[src/rtl/overlap_add_pkg.sv]
// Shared sizing and arithmetic helpers for the overlap-add accumulator.
package overlap_add_pkg;

  localparam int SAT_CALC_W = 64;

  function automatic int n_pix_out(input int f, input int k, input int s);
    return (f - 1) * s + k;
  endfunction

  // Bit offset of element idx of channel ch in a bus of n elements of w bits each.
  function automatic int pack_base(input int ch, input int idx, input int n, input int w);
    return (ch * n + idx) * w;
  endfunction

  function automatic logic signed [SAT_CALC_W-1:0] sat_add(
    input logic signed [SAT_CALC_W-1:0] a,
    input logic signed [SAT_CALC_W-1:0] b,
    input int                           w
  );
    logic signed [SAT_CALC_W:0] sum;
    logic signed [SAT_CALC_W:0] hi;
    logic signed [SAT_CALC_W:0] lo;
    sum = {a[SAT_CALC_W-1], a} + {b[SAT_CALC_W-1], b};
    hi  = (65'sd1 <<< (w - 1)) - 65'sd1;
    lo  = -(65'sd1 <<< (w - 1));
    if (sum > hi) return hi[SAT_CALC_W-1:0];
    if (sum < lo) return lo[SAT_CALC_W-1:0];
    return sum[SAT_CALC_W-1:0];
  endfunction

endpackage

[src/rtl/overlap_add_lane.sv]
// One channel of the overlap-add row buffer: pixel accumulators, the
// saturating adders and the clamp detect for the current segment.
module overlap_add_lane
  import overlap_add_pkg::*;
#(
  parameter int DATA_WIDTH    = 16,
  parameter int ACC_WIDTH     = 20,
  parameter int N_COL_FEATURE = 8,
  parameter int N_COL_KERNEL  = 5,
  parameter int NUM_STRIDE    = 2,
  parameter int BEAT_W        = 3
) (
  input  logic                               clk,
  input  logic                               rst,
  input  logic                               accept,
  input  logic                               clear,
  input  logic [BEAT_W-1:0]                  beat,
  input  logic [N_COL_KERNEL*DATA_WIDTH-1:0] seg,
  output logic [n_pix_out(N_COL_FEATURE, N_COL_KERNEL, NUM_STRIDE)*ACC_WIDTH-1:0] sum_p0,
  output logic                               clamp_p0
);

  localparam int N_PIX = n_pix_out(N_COL_FEATURE, N_COL_KERNEL, NUM_STRIDE);

  logic signed [ACC_WIDTH-1:0] acc_p0 [N_PIX];
  logic signed [ACC_WIDTH-1:0] add_p0 [N_PIX];
  logic signed [ACC_WIDTH-1:0] nxt_p0 [N_PIX];
  logic        [ACC_WIDTH:0]   raw_p0 [N_PIX];
  logic        [N_PIX-1:0]     clamp_pix;

  function automatic logic signed [ACC_WIDTH-1:0] sat_pix(
    input logic signed [ACC_WIDTH-1:0] a,
    input logic signed [ACC_WIDTH-1:0] b
  );
    return ACC_WIDTH'(sat_add(SAT_CALC_W'(a), SAT_CALC_W'(b), ACC_WIDTH));
  endfunction

  // Pixels outside the current segment get a zero addend, which can never clamp.
  always_comb begin
    sum_p0 = '0;
    for (int j = 0; j < N_PIX; j++) begin
      add_p0[j] = '0;
      for (int i = 0; i < N_COL_KERNEL; i++) begin
        if (int'(beat) * NUM_STRIDE + i == j)
          add_p0[j] = ACC_WIDTH'($signed(seg[i*DATA_WIDTH +: DATA_WIDTH]));
      end
      raw_p0[j]    = {acc_p0[j][ACC_WIDTH-1], acc_p0[j]} + {add_p0[j][ACC_WIDTH-1], add_p0[j]};
      clamp_pix[j] = raw_p0[j][ACC_WIDTH] ^ raw_p0[j][ACC_WIDTH-1];
      nxt_p0[j]    = sat_pix(acc_p0[j], add_p0[j]);
      sum_p0[j*ACC_WIDTH +: ACC_WIDTH] = nxt_p0[j];
    end
  end

  assign clamp_p0 = |clamp_pix;

  // ---- stage p0: row accumulator ----
  always_ff @(posedge clk) begin
    if (rst) begin
      for (int j = 0; j < N_PIX; j++) acc_p0[j] <= '0;
    end else if (accept) begin
      for (int j = 0; j < N_PIX; j++) acc_p0[j] <= clear ? '0 : nxt_p0[j];
    end
  end

endmodule

[src/rtl/overlap_add_accumulator.sv]
// Multi-channel overlap-add accumulator: accumulates N_COL_FEATURE segments
// per row and hands the finished row out through a valid/ready register.
module overlap_add_accumulator
  import overlap_add_pkg::*;
#(
  parameter int DATA_WIDTH    = 16,
  parameter int ACC_WIDTH     = 20,
  parameter int N_COL_FEATURE = 8,
  parameter int N_COL_KERNEL  = 5,
  parameter int NUM_STRIDE    = 2,
  parameter int N_CH          = 1
) (
  input  logic clk,
  input  logic rst,
  input  logic in_valid,
  output logic in_ready,
  input  logic [N_CH*N_COL_KERNEL*DATA_WIDTH-1:0] in_data,
  output logic out_valid,
  input  logic out_ready,
  output logic [N_CH*n_pix_out(N_COL_FEATURE, N_COL_KERNEL, NUM_STRIDE)*ACC_WIDTH-1:0] out_data,
  output logic out_sat,
  output logic busy
);

  localparam int N_PIX_OUT = n_pix_out(N_COL_FEATURE, N_COL_KERNEL, NUM_STRIDE);
  localparam int SEG_W     = N_COL_KERNEL * DATA_WIDTH;
  localparam int ROW_W     = N_PIX_OUT * ACC_WIDTH;
  localparam int BEAT_W    = (N_COL_FEATURE > 1) ? $clog2(N_COL_FEATURE) : 1;
  localparam logic [BEAT_W-1:0] LAST_BEAT = BEAT_W'(N_COL_FEATURE - 1);

  logic [BEAT_W-1:0]     beat_cnt_p0;
  logic                  sat_work_p0;
  logic                  vld_p1;
  logic                  sat_p1;
  logic [N_CH*ROW_W-1:0] data_p1;
  logic [N_CH*ROW_W-1:0] lane_sum_p0;
  logic [N_CH-1:0]       lane_clamp_p0;
  logic                  last_beat;
  logic                  accept;
  logic                  row_done;
  logic                  clamp_any;

  assign last_beat = (beat_cnt_p0 == LAST_BEAT);
  // Only the closing beat needs the output register, so only it can stall.
  assign in_ready  = !last_beat || !vld_p1 || out_ready;
  assign accept    = in_valid && in_ready;
  assign row_done  = accept && last_beat;
  assign clamp_any = |lane_clamp_p0;

  for (genvar c = 0; c < N_CH; c++) begin : g_lane
    overlap_add_lane #(
      .DATA_WIDTH   (DATA_WIDTH),
      .ACC_WIDTH    (ACC_WIDTH),
      .N_COL_FEATURE(N_COL_FEATURE),
      .N_COL_KERNEL (N_COL_KERNEL),
      .NUM_STRIDE   (NUM_STRIDE),
      .BEAT_W       (BEAT_W)
    ) u_lane (
      .clk     (clk),
      .rst     (rst),
      .accept  (accept),
      .clear   (last_beat),
      .beat    (beat_cnt_p0),
      .seg     (in_data[pack_base(c, 0, N_COL_KERNEL, DATA_WIDTH) +: SEG_W]),
      .sum_p0  (lane_sum_p0[c*ROW_W +: ROW_W]),
      .clamp_p0(lane_clamp_p0[c])
    );
  end

  // ---- stage p0: beat counter and sticky row saturation ----
  always_ff @(posedge clk) begin
    if (rst) begin
      beat_cnt_p0 <= '0;
      sat_work_p0 <= 1'b0;
    end else if (accept) begin
      if (last_beat) begin
        beat_cnt_p0 <= '0;
        sat_work_p0 <= 1'b0;
      end else begin
        beat_cnt_p0 <= beat_cnt_p0 + BEAT_W'(1);
        sat_work_p0 <= sat_work_p0 | clamp_any;
      end
    end
  end

  // ---- stage p1: completed-row output register ----
  always_ff @(posedge clk) begin
    if (rst) begin
      vld_p1  <= 1'b0;
      sat_p1  <= 1'b0;
      data_p1 <= '0;
    end else if (row_done) begin
      vld_p1  <= 1'b1;
      sat_p1  <= sat_work_p0 | clamp_any;
      data_p1 <= lane_sum_p0;
    end else if (out_ready) begin
      vld_p1  <= 1'b0;
    end
  end

  assign out_valid = vld_p1;
  assign out_sat   = sat_p1;
  assign out_data  = data_p1;
  assign busy      = (beat_cnt_p0 != '0);

endmodule

[config.mk]
export PLATFORM = sky130hd
export DESIGN_NAME = overlap_add_accumulator
export DESIGN_NICKNAME = d
export VERILOG_FILES = /design/src/rtl/overlap_add_pkg.sv /design/src/rtl/overlap_add_lane.sv /design/src/rtl/overlap_add_accumulator.sv
export SDC_FILE = /design/constraint.sdc
export NUM_CORES = 2
export LEC_CHECK = 0
export ABC_AREA = 1
export BUFFER_PORTS_ARGS = -buffer_cell sky130_fd_sc_hd__buf_2
export CORE_AREA = 2 2 324 326
export DETAILED_ROUTE_END_ITERATION = 12
export DIE_AREA = 0 0 326 328
export PLACE_DENSITY = 0.87
export SLEW_MARGIN = 15
export SYNTH_ARGS = -nofsm -noshare
export SYNTH_HDL_FRONTEND = slang
export SYNTH_SLANG_ARGS = --single-unit
[constraint.sdc]
create_clock -name clk -period 11.35 [get_ports clk]
set_input_delay 1.7025 -clock clk [delete_from_list [all_inputs] [get_ports clk]]
set_output_delay 1.7025 -clock clk [all_outputs]
set_load 0.03 [all_outputs]
After elaboration in Yosys (flattened, before gate mapping)
Memory sizes are Yosys's and may differ from the RTL's. Cells that the tools add are included.

Output and inout port bits: 384. Input port bits: 84. Bits in registers: 386. Memories kept: 1. Word-level logic and storage cells: 484. Memory bits (writable): 380.

Multiplexer cells: 264. Reductions and logical operators: 14. Order comparisons: 38. Bitwise logic cells: 39. Equal/unequal tests: 80. Add/subtract/negate cells: 43.

Memory list: g_lane[0].u_lane.acc_p0 (words 19, width 20, rd ports 19, clocked after memory_dff 0, write ports 19, line overlap_add_lane.sv:25) `logic signed [ACC_WIDTH-1:0] acc_p0 [N_PIX];`.

Operators by type and width (number): $mux W20 (198); $eq A32 B5 Y1 const B (32); $add A20 B20 Y21 (38); $eq A32 B4 Y1 const B (16); $gt A21 B20 Y1 const B (19); $lt A21 B20 Y1 const B (19); $eq A32 B6 Y1 const B (12); $logic_not A32 Y1 (5); $mux W1 (65); $eq A5 B2 Y1 const B (7); $eq A32 B3 Y1 const B (1); $eq A5 B1 Y1 const B (4); $or A1 B1 Y1 (20); $reduce_or A19 Y1 (1); $xor A1 B1 Y1 (19); $eq A3 B3 Y1 const B (5); $add A4 B2 Y5 const B (2); $eq A3 B2 Y1 const B (2); $add A4 B1 Y5 const B (1); $add A4 B3 Y5 const B (1); $add A3 B1 Y3 const B (1); $eq A3 B1 Y1 const B (1); $mux W3 (1); $reduce_bool A3 Y1 (1); other kinds (4) (7).

Logic depth before layout (Yosys ltp)
Depth after elaboration: 14. Depth in mapped cells: 36. Gate-level depth less buffers: 34.

Hierarchy
A second synthesis with hierarchy kept.

Cells, all modules: 10172. Area total of the unflattened synthesis: 63803.7 um^2.

Modules (own cells, without submodules): overlap_add_lane (seq. area each 11410.9 um^2, instances 1, cells each 7718, area each 48116.1 um^2); overlap_add_accumulator (seq. area each 7727.4 um^2, instances 1, cells each 2454, area each 15687.5 um^2).

Least setup slack after synthesis
Ideal clock, no wire load.

Kind: input to register. Start: input port out_ready. End: memory g_lane[0].u_lane.acc_p0[0][0] (enable). Required time: 8.534 ns. Library setup time: 2.816 ns. Arrival time: 8.375 ns. Stages: 4. Path slack: 0.158 ns. Path buffers: 0. Cell sequence: nor2_1 > nand2_1 > nand2_1 > nand2_1.

RTL lines: start: declaration (line overlap_add_accumulator.sv:19) `input logic out_ready,`; end: declaration (line overlap_add_lane.sv:25).

Worst setup path after layout
Start: register beat_cnt_p0[2]. End: register sat_p1, in the netlist out_sat.

Longest elaborated chain between the ends: 10. Elaborated cells on any way between the ends: 218. Classes of those cells: add/sub: 23; eq/ne: 80; mux: 84; bitwise: 20; reduce/logical: 11.

Ends and longest elaborated chain: start: declaration (line overlap_add_accumulator.sv:31) `logic [BEAT_W-1:0] beat_cnt_p0;`; start signal: assignment (line overlap_add_accumulator.sv:80) `beat_cnt_p0 <= beat_cnt_p0 + BEAT_W'(1);`; $add A4 B1 Y5 (tied with other cells) (line overlap_add_lane.sv:44) `if (int'(beat) * NUM_STRIDE + i == j)`; $eq A32 B4 Y1 (tied with other cells) (line overlap_add_lane.sv:44); $mux W20 (4 in series) (line overlap_add_lane.sv:44); $add A20 B20 Y21 (line overlap_add_lane.sv:47) `raw_p0[j] = {acc_p0[j][ACC_WIDTH-1], acc_p0[j]} + {add_p0[j][ACC_WIDTH-1], add_p0[j]};`; $xor A1 B1 Y1 (line overlap_add_lane.sv:48) `clamp_pix[j] = raw_p0[j][ACC_WIDTH] ^ raw_p0[j][ACC_WIDTH-1];`; $reduce_or A19 Y1 (line overlap_add_lane.sv:54) `assign clamp_p0 = |clamp_pix;`; $or A1 B1 Y1 (line overlap_add_accumulator.sv:94) `sat_p1 <= sat_work_p0 | clamp_any;`; end signal: assignment (line overlap_add_accumulator.sv:94); end: declaration (line overlap_add_accumulator.sv:34) `logic sat_p1;`.

Several ways; a longest one is shown, not always the timed one. A chain may end at the register's enable or synchronous reset.

==> flow_summary.yaml <==
worst_setup_path:
  critPathArrivalTime_ns: 6.65
  path_class: "reg -> reg"
  startpoint_type: "flip-flop"
  cp.required_ns: 11.90
  cp-end-kind: "flip-flop"
  path_max_fanout: 64
grt:
  grt_pass1_wl_um: 332100
  grt_pass1_vias: 55700
  grt_max_degree: 182
  overflow: 0
  antenna_found_initial: 23
  grtUsageTotal_pct: 40.55
placed_design:
  io_buffer_count: 467
  gp_congestion: 1.014
  dp_cells: 9899
  hpwl_um: 165500
routing:
  wl_um: 225300
  drt_iter0_drc: 7718
  vias: 60750
  route.detailed.drc: 0
  wl_per_cell_um: 22.34
  viasPerCell: 6.023
  antenna_left: 0
  first_pass_iters: 7
cells_and_area:
  final_cells: 10090
  final_nets: 9149
  final-seq-area_um2: 19140
  multiInputGateArea_um2: 33690
  final_layout_size_suffix_gt1_share_pct: 8.878
  fillers: 9619
  syn_to_final_growth_pct: 10.22
sta:
  min_period_ns: 6.100
  period_share_pct: 53.74
  rsz0062_at_grt: "false"
  finalHoldViolCount: 0
  skew_ns: 0.02727
  final.setup.tns_ns: 0
  slew_violations: 0
  tightest_slew_ns: 1.304
  max_freq_mhz: 163.9
  max_slew_margin_pct: 13.05
  holdWs_ns: 0.4493
  setup_viol: 0
clock_network:
  clock-sinks: 766
  clock_latency_ns: 0.71
  cts_buffer_depth: 3
  cts-buffers-inserted: 88
  post_cts_resized: 0
  cts.reportedPaths.clkPinSlew_ns: 0.08
  ctsHoldBuffers: 0
  cts-root-buf: "clkbuf_16"
  cts_tree: "done"
  postCtsSetupRepairBufs: 0
  htreeDepth: 3
pwr:
  p_int_mw: 5.893
  p_leak_nw: 32.53
  p_comb_share_pct: 36.3
  swShare_pct: 40.24
  switchingPower_mw: 3.968
  clockPowerShare_pct: 30.6
  finalPower_mw: 9.860
  power.density_nw_per_um2: 155.6
  p_seq_share_pct: 33.1
  vdd_ir_drop_max_mv: 0.1295
logic_synthesis:
  syn_inst: 8363
  ys.flop_type: "dfxtp_1"
  synth_edf_count: 380
  syn_area_um2: 57500
  synth_nets: 8903
  synth_top_cell_by_area: "edfxtp_1"
  synthArstFlopShare_pct: 0
  synth_seq_cells: 766
  ys_top_cells_by_count: "2672 x nand2_1, 794 x inv_1, 732 x nand3_1"
  synthMostInstantiatedCell: "nand2_1"
  yosysUniqueCellTypes: 54
  synth.avg_cell_area_um2: 6.876
  yosysSeqAreaShare_pct: 33.28
  ys_warn_count: 0
  synth.area.top_cells: "edfxtp_1 20%, nand2_1 17%, dfxtp_1 13%"
  synth.top_cell.area_share_pct: 19.84
floorplan:
  core_area_um2: 103200
  dieHeight_um: 328
  dieArea_um2: 106900
  dieWidth_um: 326
  start_util_pct: 55.72
  row_count: 118
  pin_count: 468
worst_hold_path:
  worstHoldPathType: "reg -> reg"
outcome:
  status: "finished, final reports clean"
flow_run:
  max_cap_violations: 0
==> critical path: stages, from the launching register on <==
cell	delay, ns
dfxtp_1	0.64
ha_1	0.29
nand2_1	0.11
inv_1	0.09
nor2_1	0.05
inv_1	0.12
nor2_1	0.06
inv_2	0.79
nand3_1	0.15
o211ai_1	0.14
o21ai_0	0.33
inv_1	0.30
ha_1	0.33
nand2_1	0.13
inv_1	0.05
a21oi_1	0.18
nor2_1	0.06
a2111oi_0	0.42
nand4_1	0.16
nand2_1	0.18
inv_1	0.07
ha_1	0.45
nand4_1	0.17
nor2_1	0.17
nor4b_1	0.34
o21ai_0	0.12
==> placed cells by master (no fill, tap or decap), drive strengths merged, types with 16 or more instances in the layout <==
master	count
nand2	2685
inv	815
nand3	737
a21oi	713
o21ai	609
buf	510
nor2	489
ha	437
dfxtp	386
edfxtp	380
o211ai	138
clkbuf	128
xor2	84
and2	65
xnor2	58
nand4	57
nor3	57
a31oi	52
or2	42
nand3b	38
a22o	36
clkinv	28
diode	22
nor4	22
a21o	21
fa	19
o31ai	16
o21a	16
==> stage by stage <==
| step | setup WS (ns) | area [µm²] | util, % |
|---|---|---|---|
| final | 5.250 | 63380 | 61.41 |
| after CTS | 5.386 | 63320 | 61.35 |
| after global routing | 4.841 | 63330 | 61.37 |
| after global placement | 5.228 | 60280 | 58.41 |
| after floorplan | 0.1583 | 57500 | - |
| after detailed placement | 5.168 | 60290 | 58.42 |
==> state kept, by name, summed over array words and instances, names as in the netlist <==
name	count
out_valid	1
g_lane.u_lane.acc_p0	380
out_data	380
beat_cnt_p0	3
sat_work_p0	1
out_sat	1
==> power by group through the flow <==
stage	Combinational, mW	Clock, mW	Sequential (mW)
after global routing	3.91	3.12	3.27
after floorplan	2.49	0	3.30
final	3.58	3.02	3.26
after CTS	3.47	3.02	3.26
after detailed placement	3.45	0	3.31
after global placement	3.41	0	3.31
==> final timing paths <==
| path | start | endpoint | slack [ns] | depth (start not counted) |
|---|---|---|---|---|
| hold reg to reg | out_data[15] | out_data[15] | 0.45 | 2 |
| setup / recovery | beat_cnt_p0[2] | out_sat | 5.25 | 25 |
| hold / removal | out_data[15] | out_data[15] | 0.45 | 2 |
| setup reg to reg | beat_cnt_p0[2] | out_sat | 5.25 | 25 |
==> cell families after synthesis <==
kind of cell,Yosys count,share of synthesized area [%]
flops,766,33.28
simple gates,4194,30.32
buf+inv,1164,8.212
compound gates,1641,15.74
xor+xnor,142,2.280
fa+ha+maj,456,10.17
==> final cells by class <==
class / count / share of cell area (%)
clock buffer: 128 / 4.300
clock inverter: 37 / 0.4856
antenna: 22 / 0.08686
tap: 1380 / 2.724
multi-input combinational: 6433 / 53.16
timing repair buffer: 510 / 4.236
sequential: 766 / 30.20
inverter: 810 / 4.809
==> layer usage <==
layer  up-vias  share of wire (%)  track usage (%)
met5         -              0.054                0
met1     28010                 39            52.91
met4        20                7.0            23.94
met3       732                 12            10.39
met2      3501                 42            60.65
li1      28490                  -                -
Note: power is estimated with default switching activity, not from simulation.
